### config.mk
export PLATFORM = sky130hd
export DESIGN_NAME = bp_resolve_queue
export DESIGN_NICKNAME = d
export VERILOG_FILES = /design/src/rtl/bp_pkg.sv /design/src/rtl/bp_inflight_fifo.sv /design/src/rtl/bp_resolve_queue.sv
export SDC_FILE = /design/constraint.sdc
export NUM_CORES = 1
export LEC_CHECK = 0
export CAP_MARGIN = 10
export CORE_UTILIZATION = 46
export CTS_CLUSTER_SIZE = 25
export DETAILED_ROUTE_END_ITERATION = 6
export PLACE_DENSITY_LB_ADDON = 0.12
export SETUP_SLACK_MARGIN = 0.15
export SLEW_MARGIN = 20
export SYNTH_ARGS = -nofsm -noshare
export SYNTH_HDL_FRONTEND = slang
export SYNTH_SLANG_ARGS = --single-unit
export TNS_END_PERCENT = 1
### constraint.sdc
create_clock -name i_Clk -period 3.1 [get_ports i_Clk]
set_clock_uncertainty 0.2 [all_clocks]
set_input_delay 0.62 -clock i_Clk [delete_from_list [all_inputs] [get_ports i_Clk]]
set_output_delay 0.62 -clock i_Clk [all_outputs]
set_load 0.02 [all_outputs]
### src/rtl/bp_pkg.sv
// Shared constants and entry type for the branch-resolution queue.
package bp_pkg;

    localparam logic TAKEN     = 1'b1;
    localparam logic NOT_TAKEN = 1'b0;
    localparam logic TRUE      = 1'b1;
    localparam logic FALSE     = 1'b0;

    localparam int BPRED_WIDTH_DEFAULT = 9;

    typedef struct packed {
        logic [BPRED_WIDTH_DEFAULT-1:0] index;
        logic                           prediction;
    } bp_entry_t;

endpackage

### src/rtl/bp_inflight_fifo.sv
// In-order storage for in-flight branch predictions: push at tail, pop at head,
// and a flush that discards everything younger than the entry being popped.
module bp_inflight_fifo
    import bp_pkg::*;
#(
    parameter int WIDTH     = BPRED_WIDTH_DEFAULT + 1,
    parameter int DEPTH     = 4,
    parameter int PTR_WIDTH = 2
) (
    input  logic                 i_Clk,
    input  logic                 i_Reset,
    input  logic                 i_Push,
    input  logic                 i_Pop,
    input  logic                 i_Flush,
    input  logic [WIDTH-1:0]     i_Data,
    output logic [WIDTH-1:0]     o_Head,
    output logic                 o_Full,
    output logic                 o_Empty,
    output logic [PTR_WIDTH:0]   o_Count
);

    logic [WIDTH-1:0]     mem_q [DEPTH];
    logic [PTR_WIDTH-1:0] head_q, head_d;
    logic [PTR_WIDTH-1:0] tail_q, tail_d;
    logic [PTR_WIDTH:0]   count_q, count_d;
    logic                 do_pop;
    logic                 do_push;

    assign o_Full  = (count_q == (PTR_WIDTH+1)'(DEPTH));
    assign o_Empty = (count_q == '0);
    assign o_Count = count_q;
    assign o_Head  = mem_q[head_q];

    // A full queue still accepts a push when the same edge frees the head slot.
    assign do_pop  = i_Pop && !o_Empty;
    assign do_push = i_Push && !(do_pop && i_Flush) && (!o_Full || do_pop);

    always_comb begin
        head_d  = head_q;
        tail_d  = tail_q;
        count_d = count_q;
        if (do_pop) begin
            head_d = head_q + PTR_WIDTH'(1);
        end
        if (do_pop && i_Flush) begin
            tail_d  = head_q + PTR_WIDTH'(1);
            count_d = '0;
        end else begin
            if (do_push) begin
                tail_d = tail_q + PTR_WIDTH'(1);
            end
            count_d = count_q + (PTR_WIDTH+1)'(do_push) - (PTR_WIDTH+1)'(do_pop);
        end
    end

    always_ff @(posedge i_Clk or posedge i_Reset) begin
        if (i_Reset) begin
            head_q  <= '0;
            tail_q  <= '0;
            count_q <= '0;
        end else begin
            head_q  <= head_d;
            tail_q  <= tail_d;
            count_q <= count_d;
        end
    end

    always_ff @(posedge i_Clk) begin
        if (do_push) begin
            mem_q[tail_q] <= i_Data;
        end
    end

endmodule

### src/rtl/bp_resolve_queue.sv
// Resolution-side companion to counter_table: registers the counter update,
// flags mispredicts and keeps a sticky error. Optional stats: BP_RESOLVE_STATS_EN.
module bp_resolve_queue
    import bp_pkg::*;
#(
    parameter int BPRED_WIDTH = BPRED_WIDTH_DEFAULT,
    parameter int DEPTH       = 4,
    parameter int PTR_WIDTH   = 2
) (
    input  logic                   i_Clk,
    input  logic                   i_Reset,
    input  logic                   i_DEC_Is_Branch,
    input  logic [BPRED_WIDTH-1:0] i_DEC_Index,
    input  logic                   i_DEC_Prediction,
    input  logic                   i_ALU_Branch_Valid,
    input  logic                   i_ALU_Branch_Outcome,
    output logic                   o_Full,
    output logic                   o_Empty,
    output logic [PTR_WIDTH:0]     o_Count,
    output logic                   o_CT_Enable,
    output logic [BPRED_WIDTH-1:0] o_CT_Index,
    output logic                   o_CT_Outcome,
    output logic                   o_Mispredict,
    output logic                   o_Error,
    output logic [31:0]            o_Stat_Resolved,
    output logic [31:0]            o_Stat_Mispredict
);

    logic [BPRED_WIDTH:0]   head_entry;
    logic [BPRED_WIDTH-1:0] head_index;
    logic                   head_pred;
    logic                   pop_valid;
    logic                   mispredict;

    logic                   ct_enable_q, ct_enable_d;
    logic [BPRED_WIDTH-1:0] ct_index_q, ct_index_d;
    logic                   ct_outcome_q, ct_outcome_d;
    logic                   mispredict_q, mispredict_d;
    logic                   error_q, error_d;

    assign head_index = head_entry[BPRED_WIDTH:1];
    assign head_pred  = head_entry[0];
    assign pop_valid  = i_ALU_Branch_Valid && !o_Empty;
    assign mispredict = pop_valid && (i_ALU_Branch_Outcome != head_pred);

    bp_inflight_fifo #(
        .WIDTH     (BPRED_WIDTH + 1),
        .DEPTH     (DEPTH),
        .PTR_WIDTH (PTR_WIDTH)
    ) u_fifo (
        .i_Clk   (i_Clk),
        .i_Reset (i_Reset),
        .i_Push  (i_DEC_Is_Branch),
        .i_Pop   (i_ALU_Branch_Valid),
        .i_Flush (mispredict),
        .i_Data  ({i_DEC_Index, i_DEC_Prediction}),
        .o_Head  (head_entry),
        .o_Full  (o_Full),
        .o_Empty (o_Empty),
        .o_Count (o_Count)
    );

    always_comb begin
        ct_enable_d  = pop_valid;
        ct_index_d   = ct_index_q;
        ct_outcome_d = ct_outcome_q;
        mispredict_d = mispredict;
        error_d      = error_q;
        if (pop_valid) begin
            ct_index_d   = head_index;
            ct_outcome_d = i_ALU_Branch_Outcome;
        end
        // Full implies non-empty, so any resolve while full is a legal pop.
        if ((i_ALU_Branch_Valid && o_Empty) ||
            (i_DEC_Is_Branch && o_Full && !i_ALU_Branch_Valid)) begin
            error_d = TRUE;
        end
    end

    always_ff @(posedge i_Clk or posedge i_Reset) begin
        if (i_Reset) begin
            ct_enable_q  <= FALSE;
            ct_index_q   <= '0;
            ct_outcome_q <= NOT_TAKEN;
            mispredict_q <= FALSE;
            error_q      <= FALSE;
        end else begin
            ct_enable_q  <= ct_enable_d;
            ct_index_q   <= ct_index_d;
            ct_outcome_q <= ct_outcome_d;
            mispredict_q <= mispredict_d;
            error_q      <= error_d;
        end
    end

    assign o_CT_Enable  = ct_enable_q;
    assign o_CT_Index   = ct_index_q;
    assign o_CT_Outcome = ct_outcome_q;
    assign o_Mispredict = mispredict_q;
    assign o_Error      = error_q;

`ifdef BP_RESOLVE_STATS_EN
    logic [31:0] stat_resolved_q, stat_resolved_d;
    logic [31:0] stat_mispredict_q, stat_mispredict_d;

    // Counted on the same edge that raises the pulses, so they move together.
    always_comb begin
        stat_resolved_d   = stat_resolved_q + 32'(pop_valid);
        stat_mispredict_d = stat_mispredict_q + 32'(mispredict);
    end

    always_ff @(posedge i_Clk or posedge i_Reset) begin
        if (i_Reset) begin
            stat_resolved_q   <= '0;
            stat_mispredict_q <= '0;
        end else begin
            stat_resolved_q   <= stat_resolved_d;
            stat_mispredict_q <= stat_mispredict_d;
        end
    end

    assign o_Stat_Resolved   = stat_resolved_q;
    assign o_Stat_Mispredict = stat_mispredict_q;
`else
    assign o_Stat_Resolved   = '0;
    assign o_Stat_Mispredict = '0;
`endif

endmodule

==> results.tsv <==
metric	value	unit
fin_cells	334	
ctsResizeCount	0	
final_layout_size_suffix_gt1_share	12.36	%
dpl_cell_area	3057	um2
finalInstanceArea	3288	um2
grt_most_used_layer	met2	
rows	28	
grt_pass1_vias	1269	
synth_compound_area_share	1.218	%
path_cells	clkdlybuf4s50_1 > nand2b_1 > inv_1 > ha_1 > inv_1 > ha_1 > inv_1 > fa_1 > xor2_1 > xnor2_1 > nor2_1	
synthTopCellsByArea	edfxtp_1, dfrtp_1, buf_4, mux4_2, nand2_1	
fin_crit	2.621	ns
detail_route.wl_per_cell	12.67	um
ys_types	28	
diodes	0	
fin_nets	276	
powerDensity	968.5	nW/um2
placed_cells	318	
synth_top_cell_area_share	41.76	%
path_class	in -> reg	
ff2ff_setup_slack	0.53	ns
slowest_stage	clkdlybuf4s50_1	
cts_inserted_buffers	9	
synthSimpleGateAreaFrac	6.438	%
critPathCaptureType	flip-flop	
chipWidth	81.08	um
wl	4232	um
io_pins	97	
synth_area_per_cell	13.50	um2
final_common_cell	conb_1	
grt_first_pass_wirelength	6596	um
clock_latency	0.33	ns
drcViolationCount	0	
vias	1439	
critPathLaunchType	primary input	
ant_nets	0	
ir_worst_vdd	0.0004119	V
routed_via_density	4.308	
track_usage	14.78	%
drv_slew	0	
gp_congestion	0.7097	
clock-sinks	60	
path_delay_family	buffers and inverters	
synth_top_family_by_area	buffers and inverters	
path_clk_slew	0.07	ns
syn_area	2877	um2
p_leak	0.001396	uW
tightest_slew	0.8043	ns
setup_viol_count_final	0	
post-route-util	54.89	%
dieArea	6573	um2
ys_ff_latch	60	
slew_headroom	46.32	%
required	3.12	ns
rsz0062_at_grt	no	
post_cts_buffers	0	
htree_levels	3	
maxCapViolCount	0	
gr-usage-met1	18.29	%
die_y	81.08	um
syn_inst	213	
worstPathArrival	2.65	ns
crit_path_max_fanout	7	
hpwl	2797	um
met2_usage	23.28	%
setup_tns	0	ns
grt_overflow_total	0	
synth.area.mux_share	8.525	%
synthAdderAreaFrac	3.306	%
hold_buffers	0	
synthXorXnorAreaFrac	2.131	%
ys_seq_area_share	59.16	%
finalCritPeriodShare	84.55	%
status	complete, no violations	
drtPass1Iterations	4	
max_stage_delay	0.50	ns
coreArea	5991	um2
clockBufferDepth	2	
fin_hold_ws	0.2693	ns
path_common_cell	inv_1	
grt_max_degree	21	
start_util	48.02	%
port_buffers	32	
critPathBufInv	4	
cts_tree	done	
root_buffer	clkbuf_8	
yosys_warnings	0	
antenna_found_initial	0	
synth_top_cell_by_area	edfxtp_1	
hold_viol	0	
layout_common_cells	conb_1, edfxtp_1, clkdlybuf4s50_1	
holdCritPathClass	reg -> reg	
drtIter0Drc	75	
use_met3	3.708	%
area_delta_synth_final	14.31	%
max_freq	0.3815	GHz
==> layer usage <==
metal | vias up | wire (um)
li1 | 674 | -
met1 | 688 | 1873
met2 | 67 | 2079
met3 | 10 | 173
met4 | 0 | 105
met5 | - | 0
==> final timing paths <==
check	startpoint	to	cells after the start
min in group asynchronous	i_Reset	o_CT_Index[1]$_DFFE_PP0P_	2
worst max-delay path	i_ALU_Branch_Valid	u_fifo.o_Count[2]$_DFF_PP0_	11
max in group asynchronous	i_Reset	u_fifo.tail_q[0]$_DFFE_PP0P_	2
worst min-delay path	o_CT_Index[0]$_DFFE_PP0P_	o_CT_Index[0]$_DFFE_PP0P_	2
worst min register to register	o_CT_Index[0]$_DFFE_PP0P_	o_CT_Index[0]$_DFFE_PP0P_	2
worst max register to register	u_fifo.head_q[0]$_DFFE_PP0P_	u_fifo.o_Count[2]$_DFF_PP0_	9
==> worst reg2reg max path, delay by kind of cell, from the launching register on <==
family                   cells  cell delay [ns]
flip-flops                   1             0.37
AO/OA/AOI/OAI                1             0.24
XOR/XNOR                     3             0.48
adder cells (fa/ha/maj)      2             0.55
AND/OR/NAND/NOR              1             0.05
buffers and inverters        1             0.05
multiplexers                 1             0.51
==> sequential cells by signal, summed over array words and instances (netlist names) <==
name	flops
u_fifo.tail_q	2
o_Mispredict	1
o_CT_Outcome	1
o_CT_Index	9
u_fifo.head_q	2
o_Error	1
o_CT_Enable	1
u_fifo.o_Count	3
u_fifo.mem_q	40
==> Yosys cell counts, drive strengths merged <==
cell	count
xnor2	4
clkbuf	2
fa	1
nand2	31
o21bai	1
nor2	2
and2	5
ha	6
o21ai	1
nand3	1
edfxtp	40
nor2b	1
buf	68
conb	1
nor3	2
nand2b	1
xor2	3
mux2i	2
o41ai	1
dfrtp	20
inv	8
mux4	10
a21oi	2
==> logic make-up (layout without fill, tap and decap cells) <==
group | count (synthesis) | after routing
AOI/OAI and AO/OA | 5 | 5
muxes | 12 | 12
xor gates and xnor gates | 7 | 7
adders and majority gates | 7 | 7
buffers and inverters | 78 | 61
DFF | 60 | 60
and+or+nand+nor | 43 | 43
other | 1 | 64
==> area by class of cell <==
type                       count  area [um2]
fill                         516        2703
sequential                    60        1702
multi-input combinational    138       873.3
timing repair buffer          37       357.8
clock buffer                  11       131.4
clock inverter                 5       100.1
tap                           75       93.84
inverter                       8       30.03
==> stage by stage <==
stage	setup slack, ns	total power (uW)
6_report	0.4790	3184
3_3_place_gp	0.1926	2387
5_1_grt	0.3627	3380
4_1_cts	0.4830	3225
2_1_floorplan	0.2005	2072
3_5_place_dp	0.1249	2392
==> report_power, final <==
part / switching [uW] / internal [uW] / total, uW
clock network: 297 / 532 / 829
registers: 113 / 1090 / 1210
logic: 626 / 524 / 1150
total: 1040 / 2150 / 3180
Note: power is estimated with default switching activity, not from simulation.
